File: src/rtl/ar_mux_2to1_arb_pkg.sv
// Shared AR-channel types and widths.
// Also used by the R-path router for ID routing.
package ar_mux_2to1_arb_pkg;

  localparam int ID_W      = 4;
  localparam int ADDR_W    = 32;
  localparam int LEN_W     = 4;
  localparam int SIZE_W    = 3;
  localparam int BURST_W   = 2;
  localparam int ID_RT_BIT = 1;

  typedef struct packed {
    logic [ID_W-1:0]    id;
    logic [ADDR_W-1:0]  addr;
    logic [LEN_W-1:0]   len;
    logic [SIZE_W-1:0]  size;
    logic [BURST_W-1:0] burst;
  } ar_beat_t;

  // Overwrite the routing bit with the master index.
  function automatic logic [ID_W-1:0] tag_id(
    input logic [ID_W-1:0] id,
    input logic            idx
  );
    logic [ID_W-1:0] t;
    t            = id;
    t[ID_RT_BIT] = idx;
    return t;
  endfunction

endpackage

File: src/rtl/ar_mux_2to1_arb_rr_arb2.sv
// Two-way round-robin arbiter.
// Pointer moves past the granted master on advance.
module rr_arb2 (
  input  logic       clk,
  input  logic       rst,
  input  logic [1:0] req,
  input  logic       advance,
  output logic [1:0] grant
);

  // ptr=0: m1 wins a tie, ptr=1: m2 wins a tie
  logic ptr;

  always_comb begin
    grant = req;
    if (req == 2'b11)
      grant = ptr ? 2'b10 : 2'b01;
  end

  always_ff @(posedge clk) begin
    if (rst)
      ptr <= 1'b0;
    else if (advance)
      ptr <= grant[0];
  end

endmodule

File: src/rtl/ar_mux_2to1_arb.sv
// Two-master AR mux with outstanding-burst limits,
// round-robin arbitration and a one-entry output register.
module ar_mux_2to1_arb
  import ar_mux_2to1_arb_pkg::*;
#(
  parameter int MAX_OUTST = 4
) (
  input  logic               aclk,
  input  logic               areset,
  input  logic [ID_W-1:0]    arid_m1,
  input  logic [ADDR_W-1:0]  araddr_m1,
  input  logic [LEN_W-1:0]   arlen_m1,
  input  logic [SIZE_W-1:0]  arsize_m1,
  input  logic [BURST_W-1:0] arburst_m1,
  input  logic               arvalid_m1,
  output logic               arready_m1,
  input  logic [ID_W-1:0]    arid_m2,
  input  logic [ADDR_W-1:0]  araddr_m2,
  input  logic [LEN_W-1:0]   arlen_m2,
  input  logic [SIZE_W-1:0]  arsize_m2,
  input  logic [BURST_W-1:0] arburst_m2,
  input  logic               arvalid_m2,
  output logic               arready_m2,
  output logic [ID_W-1:0]    arid_s,
  output logic [ADDR_W-1:0]  araddr_s,
  output logic [LEN_W-1:0]   arlen_s,
  output logic [SIZE_W-1:0]  arsize_s,
  output logic [BURST_W-1:0] arburst_s,
  output logic               arvalid_s,
  input  logic               arready_s,
  input  logic [ID_W-1:0]    rid_s,
  input  logic               rlast_s,
  input  logic               rvalid_s,
  input  logic               rready_s
);

  localparam logic [2:0] LIMIT = 3'(MAX_OUTST);

  function automatic logic [2:0] next_cnt(
    input logic [2:0] c,
    input logic       inc,
    input logic       dec
  );
    case ({inc, dec})
      2'b10:   return c + 3'd1;
      2'b01:   return c - 3'd1;
      default: return c;
    endcase
  endfunction

  ar_beat_t   oreg;
  logic       oreg_v;
  ar_beat_t   beat_m1;
  ar_beat_t   beat_m2;
  logic [2:0] outst_m1;
  logic [2:0] outst_m2;
  logic [1:0] elig;
  logic [1:0] grant;
  logic       loadable;
  logic       accept;
  logic       r_done;
  logic       dec_m1;
  logic       dec_m2;

  assign beat_m1 = '{id:    tag_id(arid_m1, 1'b0),
                     addr:  araddr_m1,
                     len:   arlen_m1,
                     size:  arsize_m1,
                     burst: arburst_m1};
  assign beat_m2 = '{id:    tag_id(arid_m2, 1'b1),
                     addr:  araddr_m2,
                     len:   arlen_m2,
                     size:  arsize_m2,
                     burst: arburst_m2};

  assign elig[0]  = arvalid_m1 & (outst_m1 < LIMIT);
  assign elig[1]  = arvalid_m2 & (outst_m2 < LIMIT);
  assign loadable = ~oreg_v | arready_s;

  assign arready_m1 = loadable & grant[0] & ~areset;
  assign arready_m2 = loadable & grant[1] & ~areset;
  assign accept     = arready_m1 | arready_m2;

  rr_arb2 u_arb (
    .clk     (aclk),
    .rst     (areset),
    .req     (elig),
    .advance (accept),
    .grant   (grant)
  );

  // Burst completion is routed back to its master by one ID bit.
  assign r_done = rvalid_s & rready_s & rlast_s;
  assign dec_m1 = r_done & ~rid_s[ID_RT_BIT] & (outst_m1 != 3'd0);
  assign dec_m2 = r_done &  rid_s[ID_RT_BIT] & (outst_m2 != 3'd0);

  always_ff @(posedge aclk) begin
    if (areset) begin
      outst_m1 <= 3'd0;
      outst_m2 <= 3'd0;
    end else begin
      outst_m1 <= next_cnt(outst_m1, arready_m1, dec_m1);
      outst_m2 <= next_cnt(outst_m2, arready_m2, dec_m2);
    end
  end

  always_ff @(posedge aclk) begin
    if (areset) begin
      oreg   <= '0;
      oreg_v <= 1'b0;
    end else if (loadable) begin
      oreg_v <= accept;
      if (accept)
        oreg <= grant[1] ? beat_m2 : beat_m1;
    end
  end

  assign arvalid_s = oreg_v;
  assign arid_s    = oreg.id;
  assign araddr_s  = oreg.addr;
  assign arlen_s   = oreg.len;
  assign arsize_s  = oreg.size;
  assign arburst_s = oreg.burst;

endmodule

File: config.mk
export PLATFORM = sky130hd
export DESIGN_NAME = ar_mux_2to1_arb
export DESIGN_NICKNAME = d
export VERILOG_FILES = /design/src/rtl/ar_mux_2to1_arb_pkg.sv /design/src/rtl/ar_mux_2to1_arb_rr_arb2.sv /design/src/rtl/ar_mux_2to1_arb.sv
export SDC_FILE = /design/constraint.sdc
export NUM_CORES = 1
export LEC_CHECK = 0
export BUFFER_PORTS_ARGS = -buffer_cell sky130_fd_sc_hd__buf_2
export CAP_MARGIN = 0
export CORE_ASPECT_RATIO = 1.5
export CORE_UTILIZATION = 25
export DETAILED_ROUTE_END_ITERATION = 12
export PLACE_DENSITY = 0.56
export SLEW_MARGIN = 20
export SYNTH_ARGS = -nofsm -noshare
export SYNTH_HDL_FRONTEND = slang
export SYNTH_SLANG_ARGS = --single-unit
File: constraint.sdc
create_clock -name aclk -period 3.5 [get_ports aclk]
set_input_delay 0.35 -clock aclk [delete_from_list [all_inputs] [get_ports aclk]]
set_output_delay 0.35 -clock aclk [all_outputs]
set_load 0.02 [all_outputs]
After elaboration in Yosys (flattened, before gate mapping)
Index checks and enable logic that the tools add are counted.
W data, S select, Z words.
{"block": "classes", "n_mux": 5, "n_addsub": 4, "eq_ne": 5, "magnitude_cmp": 2, "n_reduce_logical": 5, "bitwise": 17}
{"cell": "$mux W45", "n": 1}
{"cell": "$and A1 B1 Y1", "n": 12}
{"cell": "$pmux W3 S2", "n": 2}
{"cell": "$add A3 B1 Y3 const B", "n": 2}
{"cell": "$eq A2 B2 Y1 const B", "n": 3}
{"cell": "$lt A3 B3 Y1 const B", "n": 2}
{"cell": "$reduce_bool A3 Y1", "n": 2}
{"cell": "$sub A3 B1 Y3 const B", "n": 2}
{"cell": "$eq A2 B1 Y1 const B", "n": 2}
{"cell": "$mux W2", "n": 2}
{"cell": "$reduce_bool A2 Y1", "n": 2}
{"cell": "$not A1 Y1", "n": 3}
{"cell": "$or A1 B1 Y1", "n": 2}
{"cell": "$reduce_and A2 Y1", "n": 1}
{"block": "word_totals", "input_bits": 102, "ff_bits": 53, "wordCells": 47}

Depth between registers and ports, before layout
{"block": "logic_depth", "ltp_word": 8, "depth_mapped": 9}

Modules after synthesis
A second synthesis with hierarchy kept.
{"block": "hier_totals", "hier_cells": 268, "area_unflattened_um2": 2807.7}
{"mod": "ar_mux_2to1_arb", "seq_area_each_um2": 1041.0, "area_per_inst_um2": 2740.1, "cells_each": 261, "n_inst": 1}
{"mod": "rr_arb2", "seq_area_each_um2": 20.0, "area_per_inst_um2": 67.6, "cells_each": 7, "n_inst": 1}

Least setup slack after synthesis
OpenSTA, ideal clock, no wires.
{"block": "synth_path", "path_kind": "reg-to-reg", "startpoint": "register oreg_v (netlist: arvalid_s)", "endpoint": "register outst_m2[2]", "arrival_ps": 2107, "setup_time_ps": 71, "setup_slack_ps": 1322, "path_stages_with_launch": 10, "period_less_slack_ps": 2178, "required_ps": 3429, "cell_sequence": "dfxtp_1 -> nor2b_1 -> nor3_1 -> nand2_1 -> ha_1 -> inv_1 -> fa_1 -> xor2_1 -> or3_1 -> a21oi_1"}
{"block": "synth_between", "elab_chain_len": 6, "elab_cells_between_ends": 8}
{"item": "start, declared", "line_no": "ar_mux_2to1_arb.sv:52", "text": "logic oreg_v;"}
{"item": "start signal, assigned", "line_no": "ar_mux_2to1_arb.sv:112", "text": "oreg_v <= accept;"}
{"item": "$not A1 Y1 *", "line_no": "ar_mux_2to1_arb.sv:78", "text": "assign loadable = ~oreg_v | arready_s;"}
{"item": "$or A1 B1 Y1 *", "line_no": "ar_mux_2to1_arb.sv:78"}
{"item": "$and A1 B1 Y1 * (2 in series)", "line_no": "ar_mux_2to1_arb.sv:81", "text": "assign arready_m2 = loadable & grant[1] & ~areset;"}
{"item": "$eq A2 B1 Y1 or $eq A2 B2 Y1 (tied branches)", "line_no": "ar_mux_2to1_arb.sv:44", "text": "case ({inc, dec})"}
{"item": "$pmux W3 S2 or $reduce_bool A2 Y1 (tied branches)"}
{"item": "end signal, assigned", "line_no": "ar_mux_2to1_arb.sv:103", "text": "outst_m2 <= next_cnt(outst_m2, arready_m2, dec_m2);"}
{"item": "end, declared", "line_no": "ar_mux_2to1_arb.sv:56", "text": "logic [2:0] outst_m2;"}
Mark *: on every way between the ends. The rest lies on a longest branch, timed or not.
A chain may end at the register's enable or synchronous reset.

Worst setup path after layout
Ends and elaborated chain as after synthesis.

==> metrics.md <==
| Metric | Value |
|---|---|
| Gr usage total | 0.129 |
| Peak supply drop | roughly 0.18 mV |
| Final wirelength | 6980 um |
| First-pass GRT wire length | 11300 um |
| Gr ovfl total | 0 |
| Netlist cell types | 31 |
| Status | completed |
| Placed cell count | 547 |
| Antenna-violating nets left | 0 |
| Final number of setup-violating endpoints | 0 |
| Fmax | 444 MHz |
| Clk root buf | clkbuf_16 |
| RSZ-0062 raised after global routing | false |
| Hold Violations, Final | 0 |
| Crit path capture type | flip-flop |
| Worst-Margin Slew | 0.886 ns |
| Yosys warnings | 0 |
| DPL Wire Length | approximately 4900 um |
| Die H | 127 um |
| Post-layout util | 0.349 |
| Area share of the largest cell type after synthesis | 0.407 |
| Setup Buffers After CTS | 0 |
| H-tree levels | 2 |
| Fraction of the yosys area taken by sequential cells | 0.407 |
| Layout cells sized above 1 | 0.425 |
| Post-synth top area cell | dfxtp_1 |
| Place WS | 1.15 ns |
| Largest net degree at the start of global routing | 51 |
| Routability cong. | ~0.7 |
| Fill cell count | 1066 |
| Synth top cells by count | nand2_1, dfxtp_1, nor2_1 |
| Syn Area/Cell | 8.49 um^2 |
| Area contributors post-synth | dfxtp_1, a311oi_2, nand2_1 |
| Core box area | 10100 um^2 |
| Tmin final | 2.25 ns |
| Count leader, synth | nand2_1 |
| TritonRoute pass-1 iters | 4 |
| Via count | approximately 2600 |
| Max Buffers Root-to-Sink | 2 |
| Synth Cell Area | 2610 um^2 |
| Synthesized flop and latch total | 53 |
| Die X | approximately 85 um |
| CTS clk-pin slew, worst paths | about 0.070 ns |
| # DRC | 0 |
| Hold_ws | roughly 0.32 ns |
| Routed vias/inst | 4.67 |
| Top FF cell, synth | dfxtp_1 |
| PortBufs | 144 |
| Crit Path Max Fanout | 3 |
| Pwr dens | 461 nW/um^2 |
| TritonCTS clock tree | done |
| Die area | approximately 11000 um^2 |
| Setup_tns | 0 ns |
| Synth-to-layout area growth | 35.7% |
| 1st-iter DRT viols | 60 |
| Type of the worst setup path | flip-flop to flip-flop |
| Hold crit path type | input port to flip-flop |
| P_leak | between 1.5 and 2 nW |
| Number of synthesized flops with an enable pin | 0 |
| Placement-stage cell area | 3360 um^2 |
| Crit share post-route | 0.644 |
| Max Slew Vio Count | 0 |
| Final nets | 543 |
| Slew HR | 0.409 |
| Clock skew | 0.00918 ns |
| Crit start category | flip-flop |
| DR WL/cell | 12.6 um |
| Register cell area after layout | 1060 um^2 |
| CTS Sinks | between 50 and 60 |
| Rows | 45 |
| # hold bufs at CTS | 0 |
| Pwr Total | around 1.6 mW |
| Post-Layout Inst Area | around 3500 um^2 |
| Post-CTS sizing | 0 |
| Async set-reset flop share out of synthesis | 0 |
| Antenna diodes | 0 |
| Total CTS buffers | 5 |
| Cells after Synth | 307 |
| CP Data Arrival Time | 2.48 ns |
| Clock Latency Late Sink | 0.29 ns |
| Final Worst Setup Slack | 1.25 ns |
| Syn nets | ~410 |
| Finished Layout Cells | about 560 |
| Area of the multi-input gates | around 1400 um^2 |
| Setup slack, reg-to-reg | 1.25 ns |
| Io pins | 150 |
| Vias in the first global route | between 2000 and 3000 |
| Initial core utilization | 0.257 |
| Req. time, crit path | 3.73 ns |
| Maxcap violations | 0 |
| Initial antenna violation count | 0 |
-- report_power, final --
part           internal, mW  leakage, nW  switching [mW]
sequential            0.654        0.438          0.0252
combinational         0.143         1.10           0.225
clock                 0.357       0.0831           0.225
total                  1.15         1.62           0.475
-- worst max-delay path, stage by stage (launching register included) --
cell and delay [ns]:
dfxtp_1 0.35, nor2b_1 0.34, nor3_1 0.15, nand2_1 0.13, ha_1 0.19, inv_1 0.06, fa_1 0.37, xor2_1 0.16
or3_1 0.31, a21oi_1 0.13
-- layer usage --
metal	GRT usage	share of wire	vias up
li1	-	-	1309
met1	0.136	0.41	1182
met2	0.246	0.51	90
met3	0.0291	0.056	10
met4	0.0490	0.018	0
met5	0	0	-
-- layout by cell type (no fill, tap or decap), drive strengths merged, types with 2 or more instances in the layout --
cell	count
a311oi	44
dfxtp	53
o21ai	3
nor3	2
inv	9
a21oi	6
xor2	4
ha	2
nand2b	4
fa	2
nor2	52
buf	147
clkbuf	6
or3	2
nand2	91
-- cell families (layout without fill, tap and decap cells) --
family / Yosys count / count (layout) / share of synthesized area
simple gates: 157 / 157 / 0.250
compound gates: 56 / 56 / 0.239
flops: 53 / 53 / 0.407
buf+inv: 33 / 164 / 0.0653
fa+ha+maj: 4 / 4 / 0.0250
xor+xnor: 4 / 4 / 0.0134
-- sequential cells by signal, indices dropped and copies added, names as in the netlist --
name / cells
araddr_s: 32
arburst_s: 2
arid_s: 4
arlen_s: 4
arsize_s: 3
arvalid_s: 1
outst_m1: 3
outst_m2: 3
u_arb.ptr: 1
-- path summary, 6_finish.rpt --
path	cells past startpoint	start	endpoint
worst min register to register	2	arid_s[0]$_SDFFE_PP0P_	arid_s[0]$_SDFFE_PP0P_
worst max-delay path	9	arvalid_s$_SDFFE_PP0N_	outst_m2[2]$_SDFFE_PP0P_
worst max register to register	9	arvalid_s$_SDFFE_PP0N_	outst_m2[2]$_SDFFE_PP0P_
worst min-delay path	3	araddr_m1[19]	araddr_s[19]$_SDFFE_PP0P_
-- cell type report --
class	count	share of cell area
Clock buffer	6	0.0393
Multi-Input combinational cell	221	0.389
Timing Repair Buffer	147	0.210
Clock inverter	2	0.0106
Inverter	9	0.00955
Sequential cell	53	0.300
Tap cell	117	0.0414
Note: power is estimated with default switching activity, not from simulation.
